<file path="src/rtl/dht11_pkg.sv">
// Shared types and constants for the DHT11 transfer controller.
// States, error codes, frame size and the checksum helper.
package dht11_pkg;

  typedef enum logic [3:0] {
    IDLE,
    START_LOW,
    WAIT_ACK,
    ACK_LOW,
    ACK_HIGH,
    BIT_LOW,
    BIT_HIGH,
    CHECK,
    ERR,
    DONE
  } state_e;

  localparam logic [1:0] ERR_OK   = 2'd0;
  localparam logic [1:0] ERR_RESP = 2'd1;
  localparam logic [1:0] ERR_BIT  = 2'd2;
  localparam logic [1:0] ERR_CSUM = 2'd3;

  localparam int FRAME_BITS = 40;

  typedef struct packed {
    logic [7:0] hum_int;
    logic [7:0] hum_dec;
    logic [7:0] tmp_int;
    logic [7:0] tmp_dec;
  } dht11_data_t;

  function automatic logic csum_ok(
    input logic [FRAME_BITS-1:0] f
  );
    logic [7:0] s;
    s = f[39:32] + f[31:24]
      + f[23:16] + f[15:8];
    return s == f[7:0];
  endfunction

endpackage

</file>
<file path="src/rtl/dht11_xfer_ctrl_if.sv">
// Trigger, pad and result bundle of the DHT11 transfer controller.
// master = user/pad side, slave = controller.
interface dht11_xfer_ctrl_if;

  logic       start;
  logic       dq_in;
  logic       dq_oe;
  logic       busy;
  logic       done;
  logic [1:0] err;
  logic [7:0] hum_int;
  logic [7:0] hum_dec;
  logic [7:0] tmp_int;
  logic [7:0] tmp_dec;

  modport master (
    output start,
    output dq_in,
    input  dq_oe,
    input  busy,
    input  done,
    input  err,
    input  hum_int,
    input  hum_dec,
    input  tmp_int,
    input  tmp_dec
  );

  modport slave (
    input  start,
    input  dq_in,
    output dq_oe,
    output busy,
    output done,
    output err,
    output hum_int,
    output hum_dec,
    output tmp_int,
    output tmp_dec
  );

endinterface

</file>
<file path="src/rtl/dht11_us_timer.sv">
// Prescaled microsecond timer: one tick per CLK_PER_US clocks,
// 16-bit saturating count, cleared (prescaler too) by clr.
module dht11_us_timer #(
  parameter int CLK_PER_US = 1
) (
  input  logic        clk,
  input  logic        rst,
  input  logic        clr,
  output logic [15:0] us_cnt
);

  localparam int PW =
    (CLK_PER_US > 1) ? $clog2(CLK_PER_US) : 1;

  logic [PW-1:0] pre_q;
  logic [PW-1:0] pre_d;
  logic [15:0]   cnt_q;
  logic [15:0]   cnt_d;
  logic          tick;

  always_comb begin
    tick  = (pre_q == PW'(CLK_PER_US - 1));
    pre_d = tick ? '0 : pre_q + 1'b1;
    cnt_d = cnt_q;
    if (tick && cnt_q != 16'hFFFF) begin
      cnt_d = cnt_q + 16'd1;
    end
    if (clr) begin
      pre_d = '0;
      cnt_d = '0;
    end
  end

  always_ff @(posedge clk or posedge rst) begin
    if (rst) begin
      pre_q <= '0;
      cnt_q <= '0;
    end else begin
      pre_q <= pre_d;
      cnt_q <= cnt_d;
    end
  end

  assign us_cnt = cnt_q;

endmodule

</file>
<file path="src/rtl/dht11_xfer_ctrl.sv">
// DHT11 single-transaction controller: start pulse, ack, 40 bits, checksum.
// Optional DHT11_DQ_SYNC_EN adds a 2-flop synchroniser on dq_in.
module dht11_xfer_ctrl
  import dht11_pkg::*;
#(
  parameter int CLK_PER_US    = 1,
  parameter int START_LOW_US  = 18000,
  parameter int TIMEOUT_US    = 100,
  parameter int BIT_THRESH_US = 40
) (
  input logic               clk,
  input logic               rst,
  dht11_xfer_ctrl_if.slave  bus
);

  state_e                  state_q;
  state_e                  state_d;
  logic [FRAME_BITS-1:0]   bits_q;
  logic [FRAME_BITS-1:0]   bits_d;
  logic [5:0]              bcnt_q;
  logic [5:0]              bcnt_d;
  logic [1:0]              err_q;
  logic [1:0]              err_d;
  dht11_data_t             data_q;
  dht11_data_t             data_d;

  logic [15:0]             us_cnt;
  logic                    tmr_clr;
  logic                    dq;
  logic                    tmo;
  logic [16:0]             hi_us;
  logic                    hi_one;

`ifdef DHT11_DQ_SYNC_EN
  logic [1:0] sync_q;

  // While we drive the pad low the sampled level is our own;
  // park the chain at idle-high so release never looks like an ack.
  always_ff @(posedge clk or posedge rst) begin
    if (rst) begin
      sync_q <= 2'b11;
    end else if (bus.dq_oe) begin
      sync_q <= 2'b11;
    end else begin
      sync_q <= {sync_q[0], bus.dq_in};
    end
  end

  assign dq = sync_q[1];
`else
  assign dq = bus.dq_in;
`endif

  dht11_us_timer #(
    .CLK_PER_US (CLK_PER_US)
  ) u_timer (
    .clk    (clk),
    .rst    (rst),
    .clr    (tmr_clr),
    .us_cnt (us_cnt)
  );

  assign tmr_clr = (state_d != state_q);
  assign tmo     = (us_cnt == 16'(TIMEOUT_US));

  // Entry into BIT_HIGH already lags the rising edge by one us,
  // so the pulse width is the count plus that first interval.
  assign hi_us  = {1'b0, us_cnt} + 17'd1;
  assign hi_one = (hi_us >= 17'(BIT_THRESH_US));

  always_comb begin
    state_d = state_q;
    bits_d  = bits_q;
    bcnt_d  = bcnt_q;
    err_d   = err_q;
    data_d  = data_q;
    unique case (state_q)
      IDLE: begin
        if (bus.start) begin
          state_d = START_LOW;
          err_d   = ERR_OK;
          bits_d  = '0;
          bcnt_d  = '0;
        end
      end
      START_LOW: begin
        if (us_cnt == 16'(START_LOW_US)) begin
          state_d = WAIT_ACK;
        end
      end
      WAIT_ACK: begin
        if (!dq) begin
          state_d = ACK_LOW;
        end else if (tmo) begin
          state_d = ERR;
          err_d   = ERR_RESP;
        end
      end
      ACK_LOW: begin
        if (dq) begin
          state_d = ACK_HIGH;
        end else if (tmo) begin
          state_d = ERR;
          err_d   = ERR_RESP;
        end
      end
      ACK_HIGH: begin
        if (!dq) begin
          state_d = BIT_LOW;
        end else if (tmo) begin
          state_d = ERR;
          err_d   = ERR_RESP;
        end
      end
      BIT_LOW: begin
        if (dq) begin
          state_d = BIT_HIGH;
        end else if (tmo) begin
          state_d = ERR;
          err_d   = ERR_BIT;
        end
      end
      BIT_HIGH: begin
        if (!dq) begin
          bits_d  = {bits_q[FRAME_BITS-2:0], hi_one};
          bcnt_d  = bcnt_q + 6'd1;
          state_d = (bcnt_q == 6'(FRAME_BITS - 1))
                  ? CHECK : BIT_LOW;
        end else if (tmo) begin
          state_d = ERR;
          err_d   = ERR_BIT;
        end
      end
      CHECK: begin
        state_d = DONE;
        if (csum_ok(bits_q)) begin
          err_d  = ERR_OK;
          data_d = bits_q[FRAME_BITS-1:8];
        end else begin
          err_d  = ERR_CSUM;
        end
      end
      ERR: begin
        state_d = DONE;
      end
      DONE: begin
        state_d = IDLE;
      end
      default: begin
        state_d = IDLE;
      end
    endcase
  end

  always_ff @(posedge clk or posedge rst) begin
    if (rst) begin
      state_q <= IDLE;
      bits_q  <= '0;
      bcnt_q  <= '0;
      err_q   <= ERR_OK;
      data_q  <= '0;
    end else begin
      state_q <= state_d;
      bits_q  <= bits_d;
      bcnt_q  <= bcnt_d;
      err_q   <= err_d;
      data_q  <= data_d;
    end
  end

  // Release one us early so the low time is exactly START_LOW_US.
  assign bus.dq_oe   = (state_q == START_LOW)
                    && (us_cnt != 16'(START_LOW_US));
  assign bus.busy    = (state_q != IDLE);
  assign bus.done    = (state_q == DONE);
  assign bus.err     = err_q;
  assign bus.hum_int = data_q.hum_int;
  assign bus.hum_dec = data_q.hum_dec;
  assign bus.tmp_int = data_q.tmp_int;
  assign bus.tmp_dec = data_q.tmp_dec;

endmodule

</file>
<file path="src/flat_wrapper.sv">
// flat-port wrapper written by rule: the top's interface ports become plain ports
module dht11_xfer_ctrl_flat import dht11_pkg::*;
#(
  parameter int CLK_PER_US    = 1,
  parameter int START_LOW_US  = 18000,
  parameter int TIMEOUT_US    = 100,
  parameter int BIT_THRESH_US = 40
)
  (clk, rst, bus_start, bus_dq_in, bus_dq_oe, bus_busy, bus_done, bus_err, bus_hum_int, bus_hum_dec, bus_tmp_int, bus_tmp_dec);
  dht11_xfer_ctrl_if bus_i ();
  input logic clk;
  input logic rst;
  input wire logic [$bits(bus_i.start)-1:0] bus_start;
  input wire logic [$bits(bus_i.dq_in)-1:0] bus_dq_in;
  output wire logic [$bits(bus_i.dq_oe)-1:0] bus_dq_oe;
  output wire logic [$bits(bus_i.busy)-1:0] bus_busy;
  output wire logic [$bits(bus_i.done)-1:0] bus_done;
  output wire logic [$bits(bus_i.err)-1:0] bus_err;
  output wire logic [$bits(bus_i.hum_int)-1:0] bus_hum_int;
  output wire logic [$bits(bus_i.hum_dec)-1:0] bus_hum_dec;
  output wire logic [$bits(bus_i.tmp_int)-1:0] bus_tmp_int;
  output wire logic [$bits(bus_i.tmp_dec)-1:0] bus_tmp_dec;
  assign bus_i.start = bus_start;
  assign bus_i.dq_in = bus_dq_in;
  assign bus_dq_oe = bus_i.dq_oe;
  assign bus_busy = bus_i.busy;
  assign bus_done = bus_i.done;
  assign bus_err = bus_i.err;
  assign bus_hum_int = bus_i.hum_int;
  assign bus_hum_dec = bus_i.hum_dec;
  assign bus_tmp_int = bus_i.tmp_int;
  assign bus_tmp_dec = bus_i.tmp_dec;
  dht11_xfer_ctrl #(.CLK_PER_US(CLK_PER_US), .START_LOW_US(START_LOW_US), .TIMEOUT_US(TIMEOUT_US), .BIT_THRESH_US(BIT_THRESH_US)) u_core (.clk(clk), .rst(rst), .bus(bus_i));
endmodule
</file>
<file path="config.mk">
export PLATFORM = sky130hd
export DESIGN_NAME = dht11_xfer_ctrl_flat
export DESIGN_NICKNAME = d
export VERILOG_FILES = /design/src/rtl/dht11_pkg.sv /design/src/rtl/dht11_xfer_ctrl_if.sv /design/src/rtl/dht11_us_timer.sv /design/src/rtl/dht11_xfer_ctrl.sv /design/src/flat_wrapper.sv
export SDC_FILE = /design/constraint.sdc
export NUM_CORES = 1
export LEC_CHECK = 0
export CAP_MARGIN = 25
export CORE_MARGIN = 10
export CORE_UTILIZATION = 30
export DETAILED_ROUTE_END_ITERATION = 10
export GPL_TIMING_DRIVEN = 0
export PLACE_DENSITY_LB_ADDON = 0.25
export SETUP_SLACK_MARGIN = 0.15
export SYNTH_ARGS = -nofsm -noshare
export SYNTH_HDL_FRONTEND = slang
export SYNTH_SLANG_ARGS = --single-unit
</file>
<file path="constraint.sdc">
create_clock -name clk -period 12.46 [get_ports clk]
set_input_delay 2.492 -clock clk [delete_from_list [all_inputs] [get_ports clk]]
set_output_delay 2.492 -clock clk [all_outputs]
set_load 0.02 [all_outputs]
</file>
---- Word level (Yosys, flattened, before mapping) ----
Index checks and enable logic that the tools add are counted.
storage, ports and cells
  register bits after elaboration ......... 101
  word-level logic and storage cells ...... 82
operators by class
  add/sub/neg operators ................... 7
  $lt $le $gt $ge ......................... 1
  equal/unequal tests ..................... 22
  mux-type cells .......................... 29
  bitwise gates (word level) .............. 1
  reduce and logical (&&, ||, !) cells .... 12
operator list
  cell                   count
  $mux 40                2
  $pmux 40 s2            1
  $mux 16                2
  $mux 4                 8
  $pmux 4 s8             1
  $add 8x8->8            3
  $mux 2                 9
  $add 16x1->17 const B  1
  $ge 17x6->1 const B    1
  $add 16x1->16 const B  1
  $eq 16x15->1 const B   1
  $eq 16x7->1 const B    1
  $eq 4x3->1 const B     4
  $ne 16x15->1 const B   1
  $ne 16x16->1 const B   1
  $mux 6                 2
  $pmux 2 s6             1
  $pmux 6 s2             1
  $ne 2x2->1 const B     5
  $eq 4x2->1 const B     2
  $eq 4x4->1 const B     2
  $eq 8x8->1             1
  $add 6x1->6 const B    1
  $eq 6x6->1 const B     1
  other kinds (15)       19

---- Depth between registers and ports, before layout ----
  word-level depth ........................ 6
  gate-level depth with buffers ........... 13
  depth with buffers taken out ............ 12

---- Cells and area by module ----
A second synthesis with hierarchy kept.
second synthesis, totals
  cells, all modules ...................... 494
  area, all modules ....................... 5116.2 um2
by module, submodules not included
  module           instances  cells an instance  area an instance (um2)
  dht11_xfer_ctrl  1          407                4261.6
  dht11_us_timer   1          87                 854.6

---- Worst setup path after synthesis ----
OpenSTA, ideal clock, no wires.
  kind .................................... register to register
  start point ............................. register u_core.bits_q[9]
  end point ............................... register u_core.data_q, in the netlist u_core.bus.hum_dec[7]
  library setup time ...................... 0.125 ns
  data arrival time ....................... 3.785 ns
  path slack .............................. 8.551 ns
  stages on the path, launching flop included .. 13
  path buffers ............................ 1
  period minus slack after synthesis ...... 3.909 ns
  path through ............................ dfrtp_1 fa_1 inv_1 fa_1 inv_1 ha_1 fa_1 xor2_1 a2111oi_2 o2111ai_1 nor4_4 buf_6 mux2_2
on the way
  longest elaborated chain between the ends .. 3
ends and longest elaborated chain
  element                            line                    RTL
  from (decl)                        dht11_xfer_ctrl.sv:18   logic [FRAME_BITS-1:0] bits_q;
  from (signal assigned)             dht11_xfer_ctrl.sv:164  bits_q <= bits_d;
  $add 8x8->8                        dht11_pkg.sv:37         + f[23:16] + f[15:8];
  $eq 8x8->1                         dht11_pkg.sv:38         return s == f[7:0];
  $reduce_and 2->1 (no source line)  --
  to (signal assigned)               dht11_xfer_ctrl.sv:167  data_q <= data_d;
  to (decl)                          dht11_xfer_ctrl.sv:24   dht11_data_t data_q;
No other way between the ends.
A chain may end at the register's enable or synchronous reset.

---- Final worst setup path ----
  start point ............................. register u_core.u_timer.cnt_q[8], in the netlist u_core.u_timer.us_cnt[8]
  end point ............................... output port bus_dq_oe
on the way
  longest elaborated chain between the ends .. 2
ends and longest elaborated chain
  element                 line                    RTL
  from (decl)             dht11_us_timer.sv:17    logic [15:0] cnt_q;
  from (signal assigned)  dht11_us_timer.sv:40    cnt_q <= cnt_d;
  $ne 16x15->1            dht11_xfer_ctrl.sv:173  && (us_cnt != 16'(START_LOW_US));
  $logic_and 1x1->1       dht11_xfer_ctrl.sv:173
  to (decl)               flat_wrapper.sv:15      output wire logic [$bits(bus_i.dq_oe)-1:0] bus_dq_oe;
No other way between the ends.

==> flow_metrics.py <==
metrics = {
    "yosys": {
        "seq_area_frac_synth_pct": 48.3,
        "muxShareOfSynthArea_pct": 7.36,
        "ys_types": 56,
        "synthFlopType": "dfrtp_1",
        "ys_top_cells_by_area": "dfrtp_1, a22o_1, mux2_2",
        "synthXorXnorAreaFrac_pct": 6.42,
        "synth_edf_count": 0,
        "yosysWarningCount": 0,
        "synthSimpleGateAreaFrac_pct": 10.8,
        "synth_compound_area_share_pct": 15.2,
        "syn_avg_cell_area_sq_um": 11.2,
        "syn_area_sq_um": 5190,
        "yosysTopAreaCell": "dfrtp_1",
        "synth_top_family_by_area": "compound AO/OA/AOI/OAI gates",
        "synth_fp_nets": 489,
        "synth_seq_cells": 100,
        "async_reset_ff_share_pct": 100,
        "synth_fa_ha_area_share_pct": 7.82,
        "synth_top_area_share_pct": 48.3,
        "synthCells": 461,
    },
    "drt": {
        "wl_per_cell_um": 16.0,
        "drtAntennaViolNets": 0,
        "firstDrtPassIters": 4,
        "drt-total-wl_um": 11900,
        "drc": 0,
        "vias_per_cell": 4.91,
        "dr_total_vias": 3652,
        "drtIter0Drc": 256,
    },
    "power_and_ir_drop": {
        "peakVddDrop_mv": 0.0674,
        "powerDensity_nw_per_um2": 110,
        "sw_frac_of_total_pct": 24.3,
        "p_comb_share_pct": 7.8,
        "leakagePower_nw": 2.85,
        "internal_power_w": 0.000519,
        "power_w": 0.000686,
        "pwr-share-seq_pct": 49.1,
        "power_frac_clock_pct": 43.1,
        "p_sw_w": 0.000167,
    },
    "worst_setup_path": {
        "r2r-end": "u_core.bus.hum_int[3]",
        "crit_end": "bus_dq_oe",
        "timing.rr.start": "u_core.bits_q[9]",
        "required_ns": 9.97,
        "rrSetupSlack_ns": 8.02,
        "worstSetupStartpoint": "u_core.u_timer.us_cnt[8]",
        "r2r_cells": 12,
        "critPathCaptureType": "output port",
        "criticalPathCategory": "flop to output port",
        "cp_max_fo": 9,
        "worstSetupStartpointType": "flop",
        "arrival_ns": 2.48,
    },
    "flow_run": {
        "drv_cap": 0,
    },
    "global_route": {
        "gr-total-overflow": 0,
        "grt_pass1_wl_um": 20300,
        "grt_pass1_vias": 3785,
        "grt_max_degree": 64,
        "grt_use_total_pct": 10.9,
        "grt_antenna_before_repair": 0,
    },
    "hold_path": {
        "hold_path_class": "flop to flop",
    },
    "timing": {
        "drv_slew": 0,
        "fin_skew_ns": 0.00824,
        "fmax_ghz": 0.201,
        "setup_tns_ns": 0,
        "rsz0062_at_grt": "no",
        "finalHoldViolCount": 0,
        "worst_slew_pin_slew_ns": 0.670,
        "layout_min_cycle_time_ns": 4.97,
        "slew_headroom_pct": 55.0,
        "min_period_over_period_pct": 39.9,
        "setup_viol": 0,
    },
    "clock_network": {
        "cts_buffers": 9,
        "htree_num_levels": 3,
        "cts_buffer_depth": 2,
        "cts_root_buffer": "clkbuf_16",
        "clk_pin_slew_ns": 0.07,
        "ctsResizeCount": 0,
        "postCtsSetupBuffers": 0,
        "worstSkewPairLatency_ns": 0.35,
        "clock_sinks": 100,
        "cts_hold_buffers": 0,
        "cts_tree": "built",
    },
    "place": {
        "dp_hpwl_um": 8720,
        "gp_congestion": 0.837,
        "place_inst": 728,
        "io_buffer_count": 40,
    },
    "layout": {
        "drive_above_1_share_pct": 11.2,
        "postLayoutCoreUtil_pct": 36.4,
        "areaGrowthSynthToFinish_pct": 20.0,
        "final_nets": 542,
        "instances_no_fill": 744,
        "diodes": 0,
    },
    "floorplanning": {
        "initial_core_util_pct": 30.3,
        "die_h_um": 151,
        "die_w_um": 151,
        "core_sq_um": 17100,
        "io-pin-count": 41,
        "fp-row-count": 48,
        "die-area_sq_um": 22900,
    },
    "outcome": {
        "status": "completed",
    },
}
through the flow:
step           hold WS [ns]  cell area (sq um)  setup slack (ns)
6_report              0.494               6220              7.49
2_1_floorplan         0.493               5190              7.35
4_1_cts               0.504               6220              7.50
5_1_grt               0.510               6220              7.28
3_5_place_dp          0.488               5900              7.88
3_3_place_gp          0.483               5870              5.81
state kept, by name, indices dropped and copies added (netlist names):
name                   count
u_core.bits_q             40
u_core.u_timer.us_cnt     16
u_core.bus.hum_dec         8
u_core.bus.hum_int         8
u_core.bus.tmp_dec         8
u_core.bus.tmp_int         8
u_core.bcnt_q              6
u_core.state_q             4
u_core.bus.err             2
layer usage:
metal | vias to the layer above | share of wire, % | track usage [%]
met5 | - | 0 | 0
met4 | 0 | 1.4 | 3.80
met3 | 12 | 4.0 | 2.38
met2 | 59 | 46 | 17.0
met1 | 1807 | 48 | 14.7
li1 | 1774 | - | -
critical path, cell delays in order (launching register included):
cell and delay [ns]:
dfrtp_1 0.36, clkbuf_1 0.20, nor4_1 0.53, nand4_1 0.22
and4_1 0.28, clkdlybuf4s50_1 0.54
power groups by stage:
| stage | registers, W | clock network [W] | logic, W |
|---|---|---|---|
| 3_5_place_dp | 0.000343 | 0 | 0.0000542 |
| 3_3_place_gp | 0.000343 | 0 | 0.0000506 |
| 4_1_cts | 0.000337 | 0.000304 | 0.0000546 |
| 2_1_floorplan | 0.000341 | 0 | 0.0000392 |
| 5_1_grt | 0.000338 | 0.000316 | 0.0000621 |
| 6_report | 0.000337 | 0.000296 | 0.0000535 |
cells in the mapped netlist, types with 2 or more instances:
library cell / n
a22o_1: 41
xnor2_1: 19
nand4_1: 7
buf_1: 2
or3_1: 4
fa_1: 14
ha_1: 10
buf_2: 5
and2_1: 3
nand2_1: 19
a31oi_1: 4
nor3_1: 7
clkbuf_1: 22
nand2b_1: 2
and4_1: 6
a21oi_1: 27
o21ai_0: 11
mux2_1: 4
dfrtp_1: 100
xor2_1: 19
nor2_1: 33
buf_6: 3
nand3_1: 11
and3_1: 4
mux2_2: 29
inv_1: 18
a211oi_1: 3
o21bai_1: 2
o32ai_1: 2
o22ai_1: 4
placed cells by master (no fill, tap or decap), drive strengths merged, types with 10 or more instances in the layout:
cell type,count
a21oi,27
dfrtp,100
inv,20
clkdlybuf4s50,40
nand2,19
buf,12
nor2,33
fa,14
xor2,19
clkbuf,33
o21ai,11
a22o,41
nand3,11
ha,10
mux2,33
xnor2,19
cells by family (layout without fill, tap and decap cells):
family | Yosys count | count (layout)
AND/OR/NAND/NOR | 106 | 106
XOR/XNOR | 38 | 38
buffers and inverters | 50 | 108
AO/OA/AOI/OAI | 109 | 109
multiplexers | 34 | 34
flip-flops | 100 | 100
adder cells (fa/ha/maj) | 24 | 24
final cells by class:
class                   count  area [sq um]
clock inverters             5          66.3
multi-input cells         311          2470
clock buffers              11           253
flip-flops and latches    100          2500
plain buffers              32           149
inverters                  18          70.1
repair buffers             42           433
well taps                 225           282
fillers                  1677         10900
worst min path at each step:
stage	start	endpoint	slack, ns	cells past startpoint
after floorplan	u_core.bcnt_q[1]	u_core.bcnt_q[1]	0.49	1
after global placement	u_core.bus.tmp_int[7]	u_core.bus.tmp_int[7]	0.48	1
after detailed placement	u_core.bus.hum_int[7]	u_core.bus.hum_int[7]	0.49	1
after CTS	u_core.bus.hum_int[7]	u_core.bus.hum_int[7]	0.50	1
after global routing	u_core.bus.hum_int[7]	u_core.bus.hum_int[7]	0.51	1
final	u_core.bus.hum_int[7]	u_core.bus.hum_int[7]	0.49	1
Power figures use the tool's default switching activity.
